==> config.mk <==
export PLATFORM = sky130hd
export DESIGN_NAME = alu_share_ctrl_flat
export DESIGN_NICKNAME = d
export VERILOG_FILES = /design/src/rtl/alu_share_ctrl_pkg.sv /design/src/rtl/alu_share_ctrl_if.sv /design/src/rtl/alu_share_ctrl_rr_arb2.sv /design/src/rtl/alu_share_ctrl.sv /design/src/flat_wrapper.sv
export SDC_FILE = /design/constraint.sdc
export NUM_CORES = 1
export LEC_CHECK = 0
export ABC_AREA = 1
export CAP_MARGIN = 20
export CORE_UTILIZATION = 46
export DETAILED_ROUTE_END_ITERATION = 8
export GPL_ROUTABILITY_DRIVEN = 0
export GPL_TIMING_DRIVEN = 1
export HOLD_SLACK_MARGIN = 0.08
export MAX_ROUTING_LAYER = met4
export PLACE_DENSITY = 0.86
export SKIP_CTS_REPAIR_TIMING = 1
export SYNTH_ARGS = -nofsm -noshare
export SYNTH_HDL_FRONTEND = slang
export SYNTH_SLANG_ARGS = --single-unit
==> constraint.sdc <==
create_clock -name clk -period 3.88 [get_ports clk]
set_input_delay 0.776 -clock clk [delete_from_list [all_inputs] [get_ports clk]]
set_output_delay 0.776 -clock clk [all_outputs]
set_load 0.05 [all_outputs]
==> src/rtl/alu_share_ctrl_pkg.sv <==
// ---------------------------------------------------------------------------
// alu_share_ctrl_pkg
// Shared constants for the ALU-sharing controller: opcode encodings, FSM
// state encodings and a small one-hot helper used for per-requester strobes.
// Optional feature macro used by this slice: ALU_SHARE_FLAGS_EN.
// ---------------------------------------------------------------------------
package alu_share_ctrl_pkg;

  // ALU opcode encodings; 3'd7 is the single illegal code
  localparam logic [2:0] sOP_NULL    = 3'd0;
  localparam logic [2:0] sOP_ADD     = 3'd1;
  localparam logic [2:0] sOP_SUB     = 3'd2;
  localparam logic [2:0] sOP_AND     = 3'd3;
  localparam logic [2:0] sOP_OR      = 3'd4;
  localparam logic [2:0] sOP_XOR     = 3'd5;
  localparam logic [2:0] sOP_NOT     = 3'd6;
  localparam logic [2:0] sOP_ILLEGAL = 3'd7;

  // Controller FSM state encodings
  localparam logic [1:0] ST_IDLE = 2'd0;
  localparam logic [1:0] ST_EXEC = 2'd1;
  localparam logic [1:0] ST_RESP = 2'd2;

  // Turn a requester index into its one-hot strobe position
  function automatic logic [1:0] idx_onehot(input logic idx);
    if (idx) begin
      idx_onehot = 2'b10;
    end else begin
      idx_onehot = 2'b01;
    end
  endfunction

endpackage

==> src/rtl/alu_share_ctrl_if.sv <==
// ---------------------------------------------------------------------------
// alu_share_ctrl_if
// Requester-side request/response bundle of the ALU-sharing controller.
//   req_valid/req_ready : per-requester request handshake (bit i = req i)
//   req_a/req_b/req_op  : packed operands/opcodes, requester 1 in upper slice
//   rsp_valid/rsp_ready : per-requester response handshake
//   rsp_data/rsp_err    : registered result and illegal-opcode indication
//   rsp_flags           : zero/carry flags, only with ALU_SHARE_FLAGS_EN
// master = requester side, slave = controller side.
// ---------------------------------------------------------------------------
interface alu_share_ctrl_if #(
  parameter int DATA_W = 8,
  parameter int OP_W   = 3
);
  logic [1:0]          req_valid;
  logic [1:0]          req_ready;
  logic [2*DATA_W-1:0] req_a;
  logic [2*DATA_W-1:0] req_b;
  logic [2*OP_W-1:0]   req_op;
  logic [1:0]          rsp_valid;
  logic [1:0]          rsp_ready;
  logic [DATA_W:0]     rsp_data;
  logic                rsp_err;
`ifdef ALU_SHARE_FLAGS_EN
  logic [1:0]          rsp_flags;
`endif

  modport master (
    output req_valid, req_a, req_b, req_op, rsp_ready,
    input  req_ready, rsp_valid, rsp_data, rsp_err
`ifdef ALU_SHARE_FLAGS_EN
    , input rsp_flags
`endif
  );

  modport slave (
    input  req_valid, req_a, req_b, req_op, rsp_ready,
    output req_ready, rsp_valid, rsp_data, rsp_err
`ifdef ALU_SHARE_FLAGS_EN
    , output rsp_flags
`endif
  );
endinterface

==> src/rtl/alu_share_ctrl_rr_arb2.sv <==
// ---------------------------------------------------------------------------
// rr_arb2
// Combinational two-way round-robin arbiter.
//   req[1:0] : request vector
//   ptr      : index that wins when both requests are present
//   gnt_vld  : at least one request present
//   gnt_idx  : index of the winner (0 when nothing is requested)
// ---------------------------------------------------------------------------
module rr_arb2 (
  input  logic [1:0] req,
  input  logic       ptr,
  output logic       gnt_vld,
  output logic       gnt_idx
);

  // A lone request always wins; a tie goes to the pointer
  always_comb begin
    gnt_vld = (req != 2'b00);
    case (req)
      2'b01:   gnt_idx = 1'b0;
      2'b10:   gnt_idx = 1'b1;
      2'b11:   gnt_idx = ptr;
      default: gnt_idx = 1'b0;
    endcase
  end

endmodule

==> src/rtl/alu_share_ctrl.sv <==
// ---------------------------------------------------------------------------
// alu_share_ctrl
// Time-shares one external 8-bit ALU between two requesters. A round-robin
// winner is latched in IDLE, its operands drive the ALU during EXEC, and the
// registered 9-bit result is offered back in RESP until the winner takes it.
// Ports:
//   clk, rst_n          : clock, asynchronous active-low reset
//   bus (slave)         : requester request/response bundle
//   alu_a/alu_b/alu_op  : latched operands/opcode to the ALU (registered)
//   alu_result          : combinational ALU result
//   busy                : FSM is not in IDLE
//   ops_done            : completed-response counter, wraps
// Optional feature: ALU_SHARE_FLAGS_EN adds bus.rsp_flags (zero, carry).
// ---------------------------------------------------------------------------
module alu_share_ctrl
  import alu_share_ctrl_pkg::*;
#(
  parameter int DATA_W = 8,
  parameter int OP_W   = 3,
  parameter int CNT_W  = 16
) (
  input  logic              clk,
  input  logic              rst_n,
  alu_share_ctrl_if.slave   bus,
  output logic [DATA_W-1:0] alu_a,
  output logic [DATA_W-1:0] alu_b,
  output logic [OP_W-1:0]   alu_op,
  input  logic [DATA_W:0]   alu_result,
  output logic              busy,
  output logic [CNT_W-1:0]  ops_done
);

  localparam logic [CNT_W-1:0] CNT_ONE = {{(CNT_W-1){1'b0}}, 1'b1};

  logic [1:0]        state_q,     state_d;
  logic              ptr_q,       ptr_d;
  logic              gnt_q,       gnt_d;
  logic [DATA_W-1:0] a_q,         a_d;
  logic [DATA_W-1:0] b_q,         b_d;
  logic [OP_W-1:0]   op_q,        op_d;
  logic [1:0]        req_ready_q, req_ready_d;
  logic [1:0]        rsp_valid_q, rsp_valid_d;
  logic [DATA_W:0]   rsp_data_q,  rsp_data_d;
  logic              rsp_err_q,   rsp_err_d;
  logic              busy_q,      busy_d;
  logic [CNT_W-1:0]  ops_done_q,  ops_done_d;
`ifdef ALU_SHARE_FLAGS_EN
  logic [1:0]        flags_q,     flags_d;
`endif

  logic arb_vld;
  logic arb_idx;

  rr_arb2 u_arb (
    .req     (bus.req_valid),
    .ptr     (ptr_q),
    .gnt_vld (arb_vld),
    .gnt_idx (arb_idx)
  );

  // Next-state and datapath decisions for the IDLE -> EXEC -> RESP sequence
  always_comb begin
    state_d     = state_q;
    ptr_d       = ptr_q;
    gnt_d       = gnt_q;
    a_d         = a_q;
    b_d         = b_q;
    op_d        = op_q;
    req_ready_d = 2'b00;
    rsp_valid_d = rsp_valid_q;
    rsp_data_d  = rsp_data_q;
    rsp_err_d   = rsp_err_q;
    ops_done_d  = ops_done_q;
`ifdef ALU_SHARE_FLAGS_EN
    flags_d     = flags_q;
`endif
    case (state_q)
      ST_IDLE: begin
        if (arb_vld) begin
          state_d     = ST_EXEC;
          gnt_d       = arb_idx;
          req_ready_d = idx_onehot(arb_idx);
          if (arb_idx) begin
            a_d  = bus.req_a[DATA_W +: DATA_W];
            b_d  = bus.req_b[DATA_W +: DATA_W];
            op_d = bus.req_op[OP_W +: OP_W];
          end else begin
            a_d  = bus.req_a[0 +: DATA_W];
            b_d  = bus.req_b[0 +: DATA_W];
            op_d = bus.req_op[0 +: OP_W];
          end
        end else begin
          state_d = ST_IDLE;
        end
      end
      ST_EXEC: begin
        state_d     = ST_RESP;
        rsp_valid_d = idx_onehot(gnt_q);
        if (op_q == sOP_ILLEGAL) begin
          // The ALU output is meaningless for the illegal code; return zero
          rsp_data_d = {(DATA_W+1){1'b0}};
          rsp_err_d  = 1'b1;
`ifdef ALU_SHARE_FLAGS_EN
          flags_d    = 2'b00;
`endif
        end else begin
          rsp_data_d = alu_result;
          rsp_err_d  = 1'b0;
`ifdef ALU_SHARE_FLAGS_EN
          flags_d    = {alu_result[DATA_W], (alu_result[DATA_W-1:0] == {DATA_W{1'b0}})};
`endif
        end
      end
      ST_RESP: begin
        // Only the granted requester's ready bit can complete the response
        if (bus.rsp_ready[gnt_q]) begin
          state_d     = ST_IDLE;
          rsp_valid_d = 2'b00;
          ops_done_d  = ops_done_q + CNT_ONE;
          ptr_d       = ~gnt_q;
        end else begin
          state_d = ST_RESP;
        end
      end
      default: begin
        state_d     = ST_IDLE;
        rsp_valid_d = 2'b00;
      end
    endcase
    busy_d = (state_d != ST_IDLE);
  end

  // State and output registers with asynchronous clear
  always_ff @(posedge clk or negedge rst_n) begin
    if (!rst_n) begin
      state_q     <= ST_IDLE;
      ptr_q       <= 1'b0;
      gnt_q       <= 1'b0;
      a_q         <= {DATA_W{1'b0}};
      b_q         <= {DATA_W{1'b0}};
      op_q        <= {OP_W{1'b0}};
      req_ready_q <= 2'b00;
      rsp_valid_q <= 2'b00;
      rsp_data_q  <= {(DATA_W+1){1'b0}};
      rsp_err_q   <= 1'b0;
      busy_q      <= 1'b0;
      ops_done_q  <= {CNT_W{1'b0}};
`ifdef ALU_SHARE_FLAGS_EN
      flags_q     <= 2'b00;
`endif
    end else begin
      state_q     <= state_d;
      ptr_q       <= ptr_d;
      gnt_q       <= gnt_d;
      a_q         <= a_d;
      b_q         <= b_d;
      op_q        <= op_d;
      req_ready_q <= req_ready_d;
      rsp_valid_q <= rsp_valid_d;
      rsp_data_q  <= rsp_data_d;
      rsp_err_q   <= rsp_err_d;
      busy_q      <= busy_d;
      ops_done_q  <= ops_done_d;
`ifdef ALU_SHARE_FLAGS_EN
      flags_q     <= flags_d;
`endif
    end
  end

  assign bus.req_ready = req_ready_q;
  assign bus.rsp_valid = rsp_valid_q;
  assign bus.rsp_data  = rsp_data_q;
  assign bus.rsp_err   = rsp_err_q;
`ifdef ALU_SHARE_FLAGS_EN
  assign bus.rsp_flags = flags_q;
`endif
  assign alu_a    = a_q;
  assign alu_b    = b_q;
  assign alu_op   = op_q;
  assign busy     = busy_q;
  assign ops_done = ops_done_q;

endmodule

==> src/flat_wrapper.sv <==
// flat-port wrapper written by rule: the top's interface ports become plain ports
module alu_share_ctrl_flat import alu_share_ctrl_pkg::*;
#(
  parameter int DATA_W = 8,
  parameter int OP_W   = 3,
  parameter int CNT_W  = 16
)
  (clk, rst_n, alu_a, alu_b, alu_op, alu_result, busy, ops_done, bus_req_valid, bus_req_a, bus_req_b, bus_req_op, bus_rsp_ready, bus_req_ready, bus_rsp_valid, bus_rsp_data, bus_rsp_err);
  alu_share_ctrl_if #(.DATA_W(DATA_W), .OP_W(OP_W)) bus_i ();
  input  logic clk;
  input  logic rst_n;
  output logic [DATA_W-1:0] alu_a;
  output logic [DATA_W-1:0] alu_b;
  output logic [OP_W-1:0] alu_op;
  input  logic [DATA_W:0] alu_result;
  output logic busy;
  output logic [CNT_W-1:0] ops_done;
  input wire logic [$bits(bus_i.req_valid)-1:0] bus_req_valid;
  input wire logic [$bits(bus_i.req_a)-1:0] bus_req_a;
  input wire logic [$bits(bus_i.req_b)-1:0] bus_req_b;
  input wire logic [$bits(bus_i.req_op)-1:0] bus_req_op;
  input wire logic [$bits(bus_i.rsp_ready)-1:0] bus_rsp_ready;
  output wire logic [$bits(bus_i.req_ready)-1:0] bus_req_ready;
  output wire logic [$bits(bus_i.rsp_valid)-1:0] bus_rsp_valid;
  output wire logic [$bits(bus_i.rsp_data)-1:0] bus_rsp_data;
  output wire logic [$bits(bus_i.rsp_err)-1:0] bus_rsp_err;
  assign bus_i.req_valid = bus_req_valid;
  assign bus_i.req_a = bus_req_a;
  assign bus_i.req_b = bus_req_b;
  assign bus_i.req_op = bus_req_op;
  assign bus_i.rsp_ready = bus_rsp_ready;
  assign bus_req_ready = bus_i.req_ready;
  assign bus_rsp_valid = bus_i.rsp_valid;
  assign bus_rsp_data = bus_i.rsp_data;
  assign bus_rsp_err = bus_i.rsp_err;
  alu_share_ctrl #(.DATA_W(DATA_W), .OP_W(OP_W), .CNT_W(CNT_W)) u_core (.clk(clk), .rst_n(rst_n), .bus(bus_i), .alu_a(alu_a), .alu_b(alu_b), .alu_op(alu_op), .alu_result(alu_result), .busy(busy), .ops_done(ops_done));
endmodule
==> metrics.csv <==
stage,metric,value,unit
global_routing,largest net degree at the start of global routing,38,
logic_synthesis,"Net Count, Synth",338,
routing,DRT antenna net count,0,
critical_path,Worst EP required,4060,ps
clocking,worst-skew pair later-pin latency,290,ps
clocking,CTS Buf Count,5,
sta,Setup TNS,0,ps
critical_path,"Arr. time, crit path",2510,ps
layout,Antenna diodes,0,
global_routing,vias in the first global route,2207,
clocking,CTS tree,done,
logic_synthesis,Post-synth top cells,"108 x nand2_1, 54 x dfrtp_1, 30 x nand3_1",
logic_synthesis,post-synth top area cell,dfrtp_1,
routing,DR vias/cell,4.93,
layout,Area Growth Syn to Fin,48.7,%
clocking,CTS max path bufs,2,
routing,Post-route DRC,0,
layout,multi-input combinational cell area,958,um2
logic_synthesis,Cells after Synth,284,
logic_synthesis,yosys warns,0,
clocking,"CTS clk-pin slew, worst paths",90,ps
logic_synthesis,Post-synth EDFFs,0,
logic_synthesis,Synth async-reset ratio,100,%
logic_synthesis,synthesized flop and latch total,54,
routing,DRT Wirelength,5.81,mm
logic_synthesis,top post-synthesis cells by area,"dfrtp_1 56%, nand2_1 17%, nand3_1 6.2%",
sta,Worst-Margin Slew,949,ps
clocking,clk sink count,54,
floorplan,Die W,74.5,um
logic_synthesis,most frequent cell after synthesis,nand2_1,
power_and_ir_drop,leakage power,1.67,nW
layout,fill count,399,
floorplan,core area,5070,um2
sta,"Slew Viols, Final",0,
routing,DRT Pass-1 Iters,6,
floorplan,Initial Util,47.6,%
sta,Worst Skew,2.49,ps
critical_path,startpoint types,input pin,
critical_path,Worst Path Max Fanout,23,
global_routing,global-route total usage across every layer,23.3,%
layout,Total Nets Final,443,
power_and_ir_drop,worst ir drop on vdd,0.527,mV
routing,initial DRC count,144,
placement,PortBufs,102,
logic_synthesis,area of the mapped netlist,2410,um2
layout,layout cells sized above 1,6.41,%
logic_synthesis,Cell variety after synth,23,
routing,routed vias,2270,
placement,placed instance area,3500,um2
hold_path,Worst Hold Class,reg2reg,
logic_synthesis,sequential fraction of the synthesis area,56.0,%
logic_synthesis,Syn Area/Cell,8.50,um2
sta,fin crit share,60.1,%
power_and_ir_drop,PwrDens,797,nW/um2
routing,drt wl/cell,12.6,um
floorplan,Die H,74.5,um
floorplan,I/O Pins,103,
critical_path,critical path class,in2reg,
placement,Post-DP HPWL,4.45,mm
status,status,"finished, final reports clean",
sta,endpoints failing setup,0,
run,max cap viols,0,
floorplan,# rows,26,
sta,"Hold Vio Cnt, Final",0,
logic_synthesis,post-synth top area share,56.0,%
global_routing,global route overflow,0,
global_routing,first-pass GRT wire length,9.59,mm
sta,crit path time final,2330,ps
sta,RSZ-0062 raised after global routing,no,
layout,sequential standard cell area,1350,um2
global_routing,initial antenna violation count,0,
floorplan,die area,5540,um2
layout,Final Cell Area,3590,um2
sta,fmax,429,MHz
critical_path,CP endpoint kind,flop,
sta,relative slew slack,36.8,%
logic_synthesis,Synth Flop Type,dfrtp_1,
clocking,clk root buf,clkbuf_8,
clocking,H-tree depth,2,
[critical path, stage by stage]
cell	delay (ps)
clkdlybuf4s50_1	450
o21ai_2	770
inv_2	260
nor2_1	180
a21oi_1	60
[metal layers]
metal / GRT usage (%) / wire (um) / up-vias
li1: - / - / 1114
met1: 28.5 / 2440 / 1061
met2: 39.2 / 2930 / 88
met3: 4.88 / 380 / 7
met4: 6.29 / 57 / 0
met5: - / 0 / -
[cells in the final DEF, fill, tap and decap left out, types with 2 or more instances in the layout]
master and count:
a21oi_1 17, clkbuf_8 6, clkdlybuf4s50_1 101, dfrtp_1 54, inv_1 16, inv_2 5
nand2_1 108, nand3_1 30, nand4_1 3, nor2_1 15, nor2_2 5, nor2_8 2
nor3_1 4, o21ai_0 6, o21ai_2 2, xnor2_1 4, xor2_1 3
[layout make-up]
type | count | share of cell area, %
inverters | 21 | 2.20
repair buffers | 103 | 28.5
clock buffers | 7 | 2.40
well taps | 70 | 2.44
clock inverters | 1 | 0.139
multi-input cells | 204 | 26.7
flip-flops and latches | 54 | 37.6
[cells by family (layout without fill, tap and decap cells)]
kind of cell / count (synthesis) / count (layout) / share of synthesized area, %
simple gates: 169 / 169 / 30.6
flops: 54 / 54 / 56.0
compound gates: 27 / 27 / 6.01
buf+inv: 26 / 132 / 4.35
xor+xnor: 7 / 7 / 2.54
fa+ha+maj: 1 / 1 / 0.518
[registers in the layout, summed over array words and instances (netlist names)]
name                  cells
u_core.alu_a              8
u_core.alu_b              8
u_core.alu_op             3
u_core.bus.req_ready      2
u_core.bus.rsp_data       9
u_core.bus.rsp_err        1
u_core.bus.rsp_valid      2
u_core.busy               1
u_core.gnt_q              1
u_core.ops_done          16
u_core.ptr_q              1
u_core.state_q            2
[path summary, 6_finish.rpt]
kind	cells after the start	slack [ps]	endpoint	startpoint
setup / recovery	5	1550	u_core.alu_op[1]	bus_req_valid[1]
hold / removal	2	490	u_core.bus.rsp_data[6]	u_core.bus.rsp_data[6]
setup reg to reg	5	2220	u_core.alu_a[1]	u_core.state_q[1]
hold reg to reg	2	490	u_core.bus.rsp_data[6]	u_core.bus.rsp_data[6]
max in group asynchronous	2	2570	u_core.bus.rsp_data[6]	rst_n
min in group asynchronous	1	570	u_core.ops_done[6]	rst_n
[report_power, final]
| part | internal [mW] | switching [mW] | leakage [nW] | total (mW) |
|---|---|---|---|---|
| combinational | 0.521 | 1.10 | 0.939 | 1.62 |
| sequential | 0.776 | 0.149 | 0.681 | 0.925 |
| clock | 0.144 | 0.171 | 0.0482 | 0.315 |
[per-stage QoR]
stage / util [%] / power [mW] / cells / setup slack, ps / hold WS [ps]
3_5_place_dp: 69.0 / 2.56 / 452 / 1250 / 472
4_1_cts: 70.8 / 2.88 / 460 / 1540 / 499
5_1_grt: 70.8 / 3.03 / 460 / 1410 / 517
6_report: 70.8 / 2.86 / 460 / 1550 / 494
3_3_place_gp: 69.0 / 2.53 / 452 / 1310 / 462
2_1_floorplan: - / 1.99 / 284 / 2220 / 453
No activity file was read; power rests on OpenSTA's default activity.
